## config.mk

```make
export PLATFORM = sky130hd
export DESIGN_NAME = dram_cmd_sched_flat
export DESIGN_NICKNAME = d
export VERILOG_FILES = /design/src/rtl/dram_cmd_sched_if.sv /design/src/rtl/dram_cmd_sched.sv /design/src/flat_wrapper.sv
export SDC_FILE = /design/constraint.sdc
export NUM_CORES = 1
export LEC_CHECK = 0
export CAP_MARGIN = 10
export CORE_MARGIN = 2
export CORE_UTILIZATION = 55
export DETAILED_ROUTE_END_ITERATION = 8
export PLACE_DENSITY = 0.73
export REMOVE_ABC_BUFFERS = 1
export SYNTH_ARGS = -nofsm -noshare
export SYNTH_HDL_FRONTEND = slang
export SYNTH_SLANG_ARGS = --single-unit
```

## constraint.sdc

```tcl
create_clock -name clk_i -period 21.3 [get_ports clk_i]
set_input_delay 5.325 -clock clk_i [delete_from_list [all_inputs] [get_ports clk_i]]
set_output_delay 5.325 -clock clk_i [all_outputs]
set_load 0.005 [all_outputs]
```

## src/rtl/dram_cmd_sched_if.sv

```systemverilog
// Request/command bus between the request queue, the scheduler and the DRAM PHY side.
interface dram_cmd_sched_if #(
    parameter int REQ_WIDTH = 60
);
    logic                 req_valid;
    logic [REQ_WIDTH-1:0] req_data;
    logic                 req_ready;
    logic                 cmd_valid;
    logic [2:0]           cmd_code;
    logic [1:0]           cmd_bg;
    logic [1:0]           cmd_bank;
    logic [15:0]          cmd_addr;
    logic                 done;
    logic                 err;

    modport master (
        output req_valid, req_data,
        input  req_ready, cmd_valid, cmd_code, cmd_bg, cmd_bank, cmd_addr, done, err
    );

    modport slave (
        input  req_valid, req_data,
        output req_ready, cmd_valid, cmd_code, cmd_bg, cmd_bank, cmd_addr, done, err
    );
endinterface

```

## src/rtl/dram_cmd_sched.sv

```systemverilog
// DDR4 command scheduler: maps one request at a time onto bg/bank/row/column and
// issues ACT/PRE/RD/WR under an open-page policy with per-bank tRAS tracking.
module dram_cmd_sched #(
    parameter int T_RCD     = 24,
    parameter int T_RP      = 24,
    parameter int T_RAS     = 52,
    parameter int T_CL      = 24,
    parameter int T_BURST   = 4,
    parameter int REQ_WIDTH = 60
) (
    input  logic            clk_i,
    input  logic            rst_i,
    dram_cmd_sched_if.slave bus_if
);
    localparam int CNT_W = $clog2(T_RAS + T_RCD + T_RP + T_CL + T_BURST + 1);

    typedef enum logic [2:0] {
        S_IDLE, S_DECODE, S_PRE, S_WAIT_RP, S_ACT, S_WAIT_RCD, S_COL, S_WAIT_DATA
    } state_e;

    typedef enum logic [2:0] {
        C_NOP = 3'd0, C_ACT = 3'd1, C_RD = 3'd2, C_WR = 3'd3, C_PRE = 3'd4
    } cmd_e;

    state_e           state_q, state_d;
    logic [CNT_W-1:0] cnt_q, cnt_d;
    logic [11:0]      op_q, op_d;
    logic [15:0]      req_row_q, req_row_d;
    logic [10:0]      col_q, col_d;
    logic [3:0]       bidx_q, bidx_d;          // {bg, bank}

    logic [15:0]      open_q, open_d;
    logic [15:0]      brow_q [16];
    logic [15:0]      brow_d [16];
    logic [CNT_W-1:0] tras_q [16];
    logic [CNT_W-1:0] tras_d [16];

    logic             ready_q, ready_d;
    logic             cmd_valid_q, cmd_valid_d;
    logic [2:0]       cmd_code_q, cmd_code_d;
    logic [1:0]       cmd_bg_q, cmd_bg_d;
    logic [1:0]       cmd_bank_q, cmd_bank_d;
    logic [15:0]      cmd_addr_q, cmd_addr_d;
    logic             done_q, done_d;
    logic             err_q, err_d;

    // time field and unmapped address bits carry no meaning for command generation
    logic unused_req;
    assign unused_req = ^{bus_if.req_data[59:48], bus_if.req_data[35:34], bus_if.req_data[2:0]};

    // Next-state, bank bookkeeping and registered command outputs
    always_comb begin
        state_d     = state_q;
        cnt_d       = cnt_q;
        op_d        = op_q;
        req_row_d   = req_row_q;
        col_d       = col_q;
        bidx_d      = bidx_q;
        open_d      = open_q;
        brow_d      = brow_q;
        for (int unsigned i = 0; i < 16; i++) begin
            tras_d[i] = (tras_q[i] != '0) ? tras_q[i] - 1'b1 : '0;
        end
        ready_d     = ready_q;
        cmd_valid_d = 1'b0;
        cmd_code_d  = C_NOP;
        cmd_bg_d    = '0;
        cmd_bank_d  = '0;
        cmd_addr_d  = '0;
        done_d      = 1'b0;
        err_d       = 1'b0;

        case (state_q)
            S_IDLE: begin
                ready_d = 1'b1;
                if (bus_if.req_valid && ready_q) begin
                    op_d      = bus_if.req_data[47:36];
                    req_row_d = bus_if.req_data[33:18];
                    col_d     = {bus_if.req_data[17:10], bus_if.req_data[5:3]};
                    bidx_d    = {bus_if.req_data[7:6], bus_if.req_data[9:8]};
                    ready_d   = 1'b0;
                    state_d   = S_DECODE;
                end
            end
            S_DECODE: begin
                if (op_q != 12'd0 && op_q != 12'd1 && op_q != 12'd2) begin
                    err_d   = 1'b1;
                    ready_d = 1'b1;
                    state_d = S_IDLE;
                end else if (open_q[bidx_q] && brow_q[bidx_q] == req_row_q) begin
                    state_d = S_COL;
                end else if (open_q[bidx_q]) begin
                    state_d = S_PRE;
                end else begin
                    state_d = S_ACT;
                end
            end
            S_PRE: begin
                if (tras_q[bidx_q] == '0) begin
                    cmd_valid_d    = 1'b1;
                    cmd_code_d     = C_PRE;
                    cmd_bg_d       = bidx_q[3:2];
                    cmd_bank_d     = bidx_q[1:0];
                    open_d[bidx_q] = 1'b0;
                    cnt_d          = CNT_W'(T_RP - 2);
                    state_d        = S_WAIT_RP;
                end
            end
            S_WAIT_RP: begin
                if (cnt_q == '0) state_d = S_ACT;
                else             cnt_d   = cnt_q - 1'b1;
            end
            S_ACT: begin
                cmd_valid_d    = 1'b1;
                cmd_code_d     = C_ACT;
                cmd_bg_d       = bidx_q[3:2];
                cmd_bank_d     = bidx_q[1:0];
                cmd_addr_d     = req_row_q;
                open_d[bidx_q] = 1'b1;
                brow_d[bidx_q] = req_row_q;
                tras_d[bidx_q] = CNT_W'(T_RAS - 1);
                cnt_d          = CNT_W'(T_RCD - 2);
                state_d        = S_WAIT_RCD;
            end
            S_WAIT_RCD: begin
                if (cnt_q == '0) state_d = S_COL;
                else             cnt_d   = cnt_q - 1'b1;
            end
            S_COL: begin
                cmd_valid_d = 1'b1;
                cmd_code_d  = (op_q == 12'd1) ? C_WR : C_RD;
                cmd_bg_d    = bidx_q[3:2];
                cmd_bank_d  = bidx_q[1:0];
                cmd_addr_d  = {5'b0, col_q};
                cnt_d       = CNT_W'(T_CL + T_BURST - 1);
                state_d     = S_WAIT_DATA;
            end
            S_WAIT_DATA: begin
                if (cnt_q == '0) begin
                    done_d  = 1'b1;
                    ready_d = 1'b1;
                    state_d = S_IDLE;
                end else begin
                    cnt_d = cnt_q - 1'b1;
                end
            end
            default: state_d = S_IDLE;
        endcase
    end

    // State, bank table and output registers; reset closes every bank
    always_ff @(posedge clk_i or posedge rst_i) begin
        if (rst_i) begin
            state_q     <= S_IDLE;
            cnt_q       <= '0;
            op_q        <= '0;
            req_row_q   <= '0;
            col_q       <= '0;
            bidx_q      <= '0;
            open_q      <= '0;
            for (int unsigned i = 0; i < 16; i++) begin
                brow_q[i] <= '0;
                tras_q[i] <= '0;
            end
            ready_q     <= 1'b0;
            cmd_valid_q <= 1'b0;
            cmd_code_q  <= '0;
            cmd_bg_q    <= '0;
            cmd_bank_q  <= '0;
            cmd_addr_q  <= '0;
            done_q      <= 1'b0;
            err_q       <= 1'b0;
        end else begin
            state_q     <= state_d;
            cnt_q       <= cnt_d;
            op_q        <= op_d;
            req_row_q   <= req_row_d;
            col_q       <= col_d;
            bidx_q      <= bidx_d;
            open_q      <= open_d;
            brow_q      <= brow_d;
            tras_q      <= tras_d;
            ready_q     <= ready_d;
            cmd_valid_q <= cmd_valid_d;
            cmd_code_q  <= cmd_code_d;
            cmd_bg_q    <= cmd_bg_d;
            cmd_bank_q  <= cmd_bank_d;
            cmd_addr_q  <= cmd_addr_d;
            done_q      <= done_d;
            err_q       <= err_d;
        end
    end

    assign bus_if.req_ready = ready_q;
    assign bus_if.cmd_valid = cmd_valid_q;
    assign bus_if.cmd_code  = cmd_code_q;
    assign bus_if.cmd_bg    = cmd_bg_q;
    assign bus_if.cmd_bank  = cmd_bank_q;
    assign bus_if.cmd_addr  = cmd_addr_q;
    assign bus_if.done      = done_q;
    assign bus_if.err       = err_q;
endmodule

```

## src/flat_wrapper.sv

```systemverilog
// flat-port wrapper written by rule: the top's interface ports become plain ports
module dram_cmd_sched_flat 
#(
    parameter int T_RCD     = 24,
    parameter int T_RP      = 24,
    parameter int T_RAS     = 52,
    parameter int T_CL      = 24,
    parameter int T_BURST   = 4,
    parameter int REQ_WIDTH = 60
)
  (clk_i, rst_i, bus_if_req_valid, bus_if_req_data, bus_if_req_ready, bus_if_cmd_valid, bus_if_cmd_code, bus_if_cmd_bg, bus_if_cmd_bank, bus_if_cmd_addr, bus_if_done, bus_if_err);
  dram_cmd_sched_if #(.REQ_WIDTH(REQ_WIDTH)) bus_if_i ();
  input  logic clk_i;
  input  logic rst_i;
  input wire logic [$bits(bus_if_i.req_valid)-1:0] bus_if_req_valid;
  input wire logic [$bits(bus_if_i.req_data)-1:0] bus_if_req_data;
  output wire logic [$bits(bus_if_i.req_ready)-1:0] bus_if_req_ready;
  output wire logic [$bits(bus_if_i.cmd_valid)-1:0] bus_if_cmd_valid;
  output wire logic [$bits(bus_if_i.cmd_code)-1:0] bus_if_cmd_code;
  output wire logic [$bits(bus_if_i.cmd_bg)-1:0] bus_if_cmd_bg;
  output wire logic [$bits(bus_if_i.cmd_bank)-1:0] bus_if_cmd_bank;
  output wire logic [$bits(bus_if_i.cmd_addr)-1:0] bus_if_cmd_addr;
  output wire logic [$bits(bus_if_i.done)-1:0] bus_if_done;
  output wire logic [$bits(bus_if_i.err)-1:0] bus_if_err;
  assign bus_if_i.req_valid = bus_if_req_valid;
  assign bus_if_i.req_data = bus_if_req_data;
  assign bus_if_req_ready = bus_if_i.req_ready;
  assign bus_if_cmd_valid = bus_if_i.cmd_valid;
  assign bus_if_cmd_code = bus_if_i.cmd_code;
  assign bus_if_cmd_bg = bus_if_i.cmd_bg;
  assign bus_if_cmd_bank = bus_if_i.cmd_bank;
  assign bus_if_cmd_addr = bus_if_i.cmd_addr;
  assign bus_if_done = bus_if_i.done;
  assign bus_if_err = bus_if_i.err;
  dram_cmd_sched #(.T_RCD(T_RCD), .T_RP(T_RP), .T_RAS(T_RAS), .T_CL(T_CL), .T_BURST(T_BURST), .REQ_WIDTH(REQ_WIDTH)) u_core (.clk_i(clk_i), .rst_i(rst_i), .bus_if(bus_if_i));
endmodule
```

* Word-level counts from Yosys, hierarchy flattened
Cells that the tools add are included.
** Storage, ports and cells
- Output and inout port bits :: 27
- Input port bits :: 63
- Register bits :: 481
** Operators by class
- Multiplexer cells :: 64
- Magnitude comparators :: 4
- Bitwise operators :: 7
- Add/sub/neg operators :: 17
- Reduce and logical (&&, ||, !) cells :: 36
- Eq/ne operators :: 18
** Operators with widths (count)
- bitwise mux 256 bit :: 1
- 2-to-1 mux 8 bit :: 21
- subtractor 8 x 1 -> 8 bit, second input constant :: 17
- 2-to-1 mux 128 bit :: 1
- nonzero test 8 bit :: 16
- AND 64 bit :: 1
- binary-select mux 16 bit (select 4 bit) :: 1
- demux 16 bit (select 4 bit) :: 1
- 2-to-1 mux 16 bit :: 4
- inverter 64 bit :: 1
- bitwise OR 64 bit :: 1
- one-hot mux 16 bit (2 select lines) :: 2
- binary-select mux 8 bit (select 4 bit) :: 1
- demux 8 bit (select 4 bit) :: 1
- one-hot mux 8 bit (4 select lines) :: 1
- 2-to-1 mux 3 bit :: 9
- one-hot mux 3 bit (8 select lines) :: 1
- AND 16 bit :: 1
- == test 16 bit :: 1
- logical NOT 8 bit :: 2
- inverter 16 bit :: 1
- bitwise OR 16 bit :: 1
- == test 12 x 1 -> 1 bit, second input constant :: 1
- == test 3 bit, second input constant :: 4
- 30 further kinds :: 55

* Longest topological paths before layout
- Depth after elaboration :: 9
- Mapped depth :: 11
- Gate-level depth less buffers :: 8

* Worst setup path before layout
No wires, ideal clock.
- Path type :: input to register
- Start point :: input port bus_if_req_valid
- End point :: register u_core.bidx_q[0]
- Setup slack :: 14505 ps
- Cell stages on the path :: 4
- Setup time :: 125 ps
- Arrival :: 6670 ps
- Data required time :: 21175 ps
- Cell sequence :: nand2_1 nor3_1 clkbuf_1 mux2_2
** On the way
- Word-level cells in the longest chain between the ends :: 2
** RTL lines
- start: declaration :: RTL line flat_wrapper.sv:15 : input wire logic [$bits(bus_if_i.req_valid)-1:0] bus_if_req_valid;
- logical AND 1 bit :: RTL line dram_cmd_sched.sv:76 : if (bus_if.req_valid && ready_q) begin
- AND reduction 2 bit (no line)
- end signal: assignment :: RTL line dram_cmd_sched.sv:179 : bidx_q <= bidx_d;
- end: declaration :: RTL line dram_cmd_sched.sv:30 : logic [3:0] bidx_q, bidx_d;
Every way passes these cells.
A chain may end at the register's enable or synchronous reset.

==> impl_metrics.csv <==
group,metric,value,unit
cts,cts_hold_buf,0,
cts,tritoncts_clock_tree,"built",
place,dp.final_hpwl,34000,um
yosys,syn_avg_cell_area,10.8,um2
cts,cts_setup_buffers,0,
global_route,grt_antenna_before_repair,1,
die,core_area,39900,um2
timing,slew-limit-headroom,17.0,%
critical_path,cp_slowest_cell,"buf_4",
yosys,gate_count_of_the_mapped_netlist,2068,
cts,clockBufferDepth,3,
critical_path,timing.critical_path.slowest_cell_delay,0.88,ns
cells_and_area,finish.instance_area,25200,um2
die,die_height,206,um
yosys,yosys.area.top_type,"dfrtp_1",
cells_and_area,layout.core_utilization,63.1,%
die,starting_utilization_of_the_core_area,56.0,%
cts,h-tree-depth,2,
routing,drt-total-wl,55500,um
timing,final.setup.tns,0,ns
place,post_dp_cell_area,23500,um2
run_status,run_status,"finished clean",
power_and_ir_drop,leakage_power,11.8,nW
yosys,synth-edff-count,0,
timing,grt_setup_unrepaired,"no",
critical_path,timing.setup.critical_path_class,"in -> async",
cts,cts_repair_resize_count,0,
timing,timing.clock.skew,0.0181,ns
yosys,synth_top_cells_by_area,"dfrtp_1 54%, nand2_1 9.0%, mux2_2 7.4%",
routing,postRouteAntennaNets,0,
timing,final.period_utilization,36.4,%
routing,post-route-drc-count,0,
cts,worstSkewPairLatency,0.59,ns
cts,cts.reportedPaths.clkPinSlew,0.06,ns
yosys,ys_types,71,
worst_hold_path,hold_depth,2,
yosys,synthesis.yosys.warnings,0,
timing,fmax,129,MHz
timing,final_hold_viol_count,0,
timing,timing_worst_slew_pin_value,1.24,ns
cts,cts_inserted_buffers,49,
cts,clock_sinks,481,
power_and_ir_drop,ir_worst_vdd,0.0903,mV
yosys,synth-seq-cells,481,
global_route,number_of_global_route_vias_before_repair,16105,
yosys,ys_async_sr_fraction,100,%
die,fp-row-count,73,
timing,final.min_clock_period,7.75,ns
routing,routed_vias,15962,
cells_and_area,drive_above_1_share,17.2,%
critical_path,startpoint_type,"primary input",
yosys,synth.yosys.seq_area_share,53.9,%
run,max_cap_viol_count,0,
power_and_ir_drop,post-layout-total-power,0.00384,W
critical_path,worstPathArrival,8.30,ns
die,die_area,42200,um2
die,chip_width,206,um
critical_path,worst-path-max-fanout,125,
yosys,synth_top_area_share,53.9,%
critical_path,worst-r2r-cell-count,8,
global_route,track_usage,27.2,%
critical_path,timing.critical_path.required,21.86,ns
die,num_io_pins,90,
global_route,overflow_left_after_global_routing,0,
routing,wl_per_cell,20.8,um
cells_and_area,nNetsFinal,2190,
routing,route.detailed.vias_per_inst,5.98,
timing,finalMaxSlewViolations,0,
place,port_buffer_cells,72,
timing,setup_violations,0,
yosys,syn_area,22300,um2
critical_path,crit_path_top_cell_by_count,"buf_4",
global_route,global_route_wire_length_before_repair,88500,um
cells_and_area,areaGrowthSynthToFinish,12.8,%
place,gpl.final_weighted_congestion,0.807,
routing,drt-initial-drc-count,1397,
critical_path,critical_path.endpoint_type,"asynchronous set/reset pin",
cts,cts-root-buf,"clkbuf_16",
yosys,ys_dominant_reg_cell,"dfrtp_1",
worst_hold_path,hold_class,"reg -> reg",
global_route,grt_max_degree,126,
critical_path,crit_path_cell_trace,"clkdlybuf4s50_1 > inv_8 > buf_4 > buf_4",
power_and_ir_drop,power.density,152,nW/um2
routing,firstDrtPassIters,5,
state kept, by name, indices dropped and copies added, names as in the netlist, 4 cells and up, named ones only:
register                count
u_core.bidx_q               4
u_core.cnt_q                8
u_core.brow_q             256
u_core.bus_if.cmd_addr     16
u_core.op_q                12
u_core.col_q               11
u_core.req_row_q           16
u_core.tras_q             128
worst max-delay path, delay by kind of cell:
kind	cells	cell delay (ns)
buffers and inverters	4	2.76
cell families (layout without fill, tap and decap cells):
logic type / count (synthesis) / count (layout) / share of synthesized area, %
xor+xnor: 78 / 78 / 3.06
fa+ha+maj: 19 / 19 / 1.06
buf+inv: 168 / 245 / 3.12
simple gates: 867 / 867 / 17.1
mux: 268 / 268 / 16.5
flops: 481 / 481 / 53.9
other cells: 0 / 1 / 0
compound gates: 187 / 187 / 5.26
synth_stat cells (4+ instances only):
cell / count
mux2i_1: 55
a21o_1: 8
nand2_1: 533
nor2_1: 116
a211oi_1: 7
nor3_1: 56
and2_1: 12
buf_2: 25
buf_1: 11
nand3b_1: 11
clkbuf_1: 80
mux4_2: 66
o21a_1: 4
or4_1: 6
nor4_1: 23
nor2b_1: 18
mux2_2: 147
inv_1: 44
a22o_1: 5
or3_1: 8
a31oi_1: 4
o31ai_1: 11
a21oi_1: 42
nand4b_1: 5
xnor2_1: 43
o21ai_0: 75
nand3_1: 28
or2_2: 9
xor2_1: 35
nand2b_1: 9
nor3b_1: 11
ha_1: 19
dfrtp_1: 481
final timing paths:
path / from / endpoint / slack [ns]
max: rst_i / u_core.brow_q[184]$_DFFE_PP0P_ / 13.55
min reg2reg: u_core.brow_q[21]$_DFFE_PP0P_ / u_core.brow_q[21]$_DFFE_PP0P_ / 0.47
min in group asynchronous: rst_i / u_core.tras_q[42]$_DFF_PP0_ / 5.31
min: u_core.brow_q[21]$_DFFE_PP0P_ / u_core.brow_q[21]$_DFFE_PP0P_ / 0.47
max in group clk_i: u_core.bus_if.req_ready$_DFFE_PP0P_ / bus_if_req_ready / 14.50
max reg2reg: u_core.bidx_q[0]$_DFFE_PP0P_ / u_core.state_q[2]$_DFFE_PP0P_ / 17.28
cell type report:
type                            instances  area (um2)
Tap cell                              525         657
Clock buffer                           67        1420
Clock inverter                         21         262
Antenna cell                            1        2.50
Timing Repair Buffer                  111        1010
Multi-Input combinational cell       1419        9620
Fill cell                            3077       14700
Inverter                               46         180
Sequential cell                       481       12000
report_power, final:
group	internal, W	switching, W	leakage (nW)	total (W)
sequential	0.00128	0.000352	6.20	0.00163
combinational	0.000633	0.000675	4.78	0.00131
clock	0.000537	0.000363	0.836	0.000899
layer usage:
layer  wire length [um]  up-vias  part of all wire (%)  track usage, %
met3               4320      129                   7.8            5.61
met4               1850        0                   3.3            10.1
met1              23300     8094                    42            37.7
met5                  0        -                     0               0
met2              26000      604                    47            42.6
li1                   -     7135                     -               -
through the flow:
stage                     std cells  hold slack (ns)  setup slack [ns]
final                          2671            0.468             13.55
after global routing           2670            0.488             13.10
after CTS                      2670            0.473             13.44
after detailed placement       2582            0.457             12.82
after global placement         2582            0.452             12.93
after floorplan                1946            0.441              2.55
cell usage in the layout (no fill, tap or decap), types with 43 or more instances in the layout:
master	instances
mux2_2	147
clkbuf_16	51
nor3_1	54
nand2_1	533
clkdlybuf4s50_1	72
inv_1	43
xnor2_1	43
mux2i_1	55
nor2_1	116
o21ai_0	75
mux4_2	66
dfrtp_1	478
Note: power is estimated with default switching activity, not from simulation.
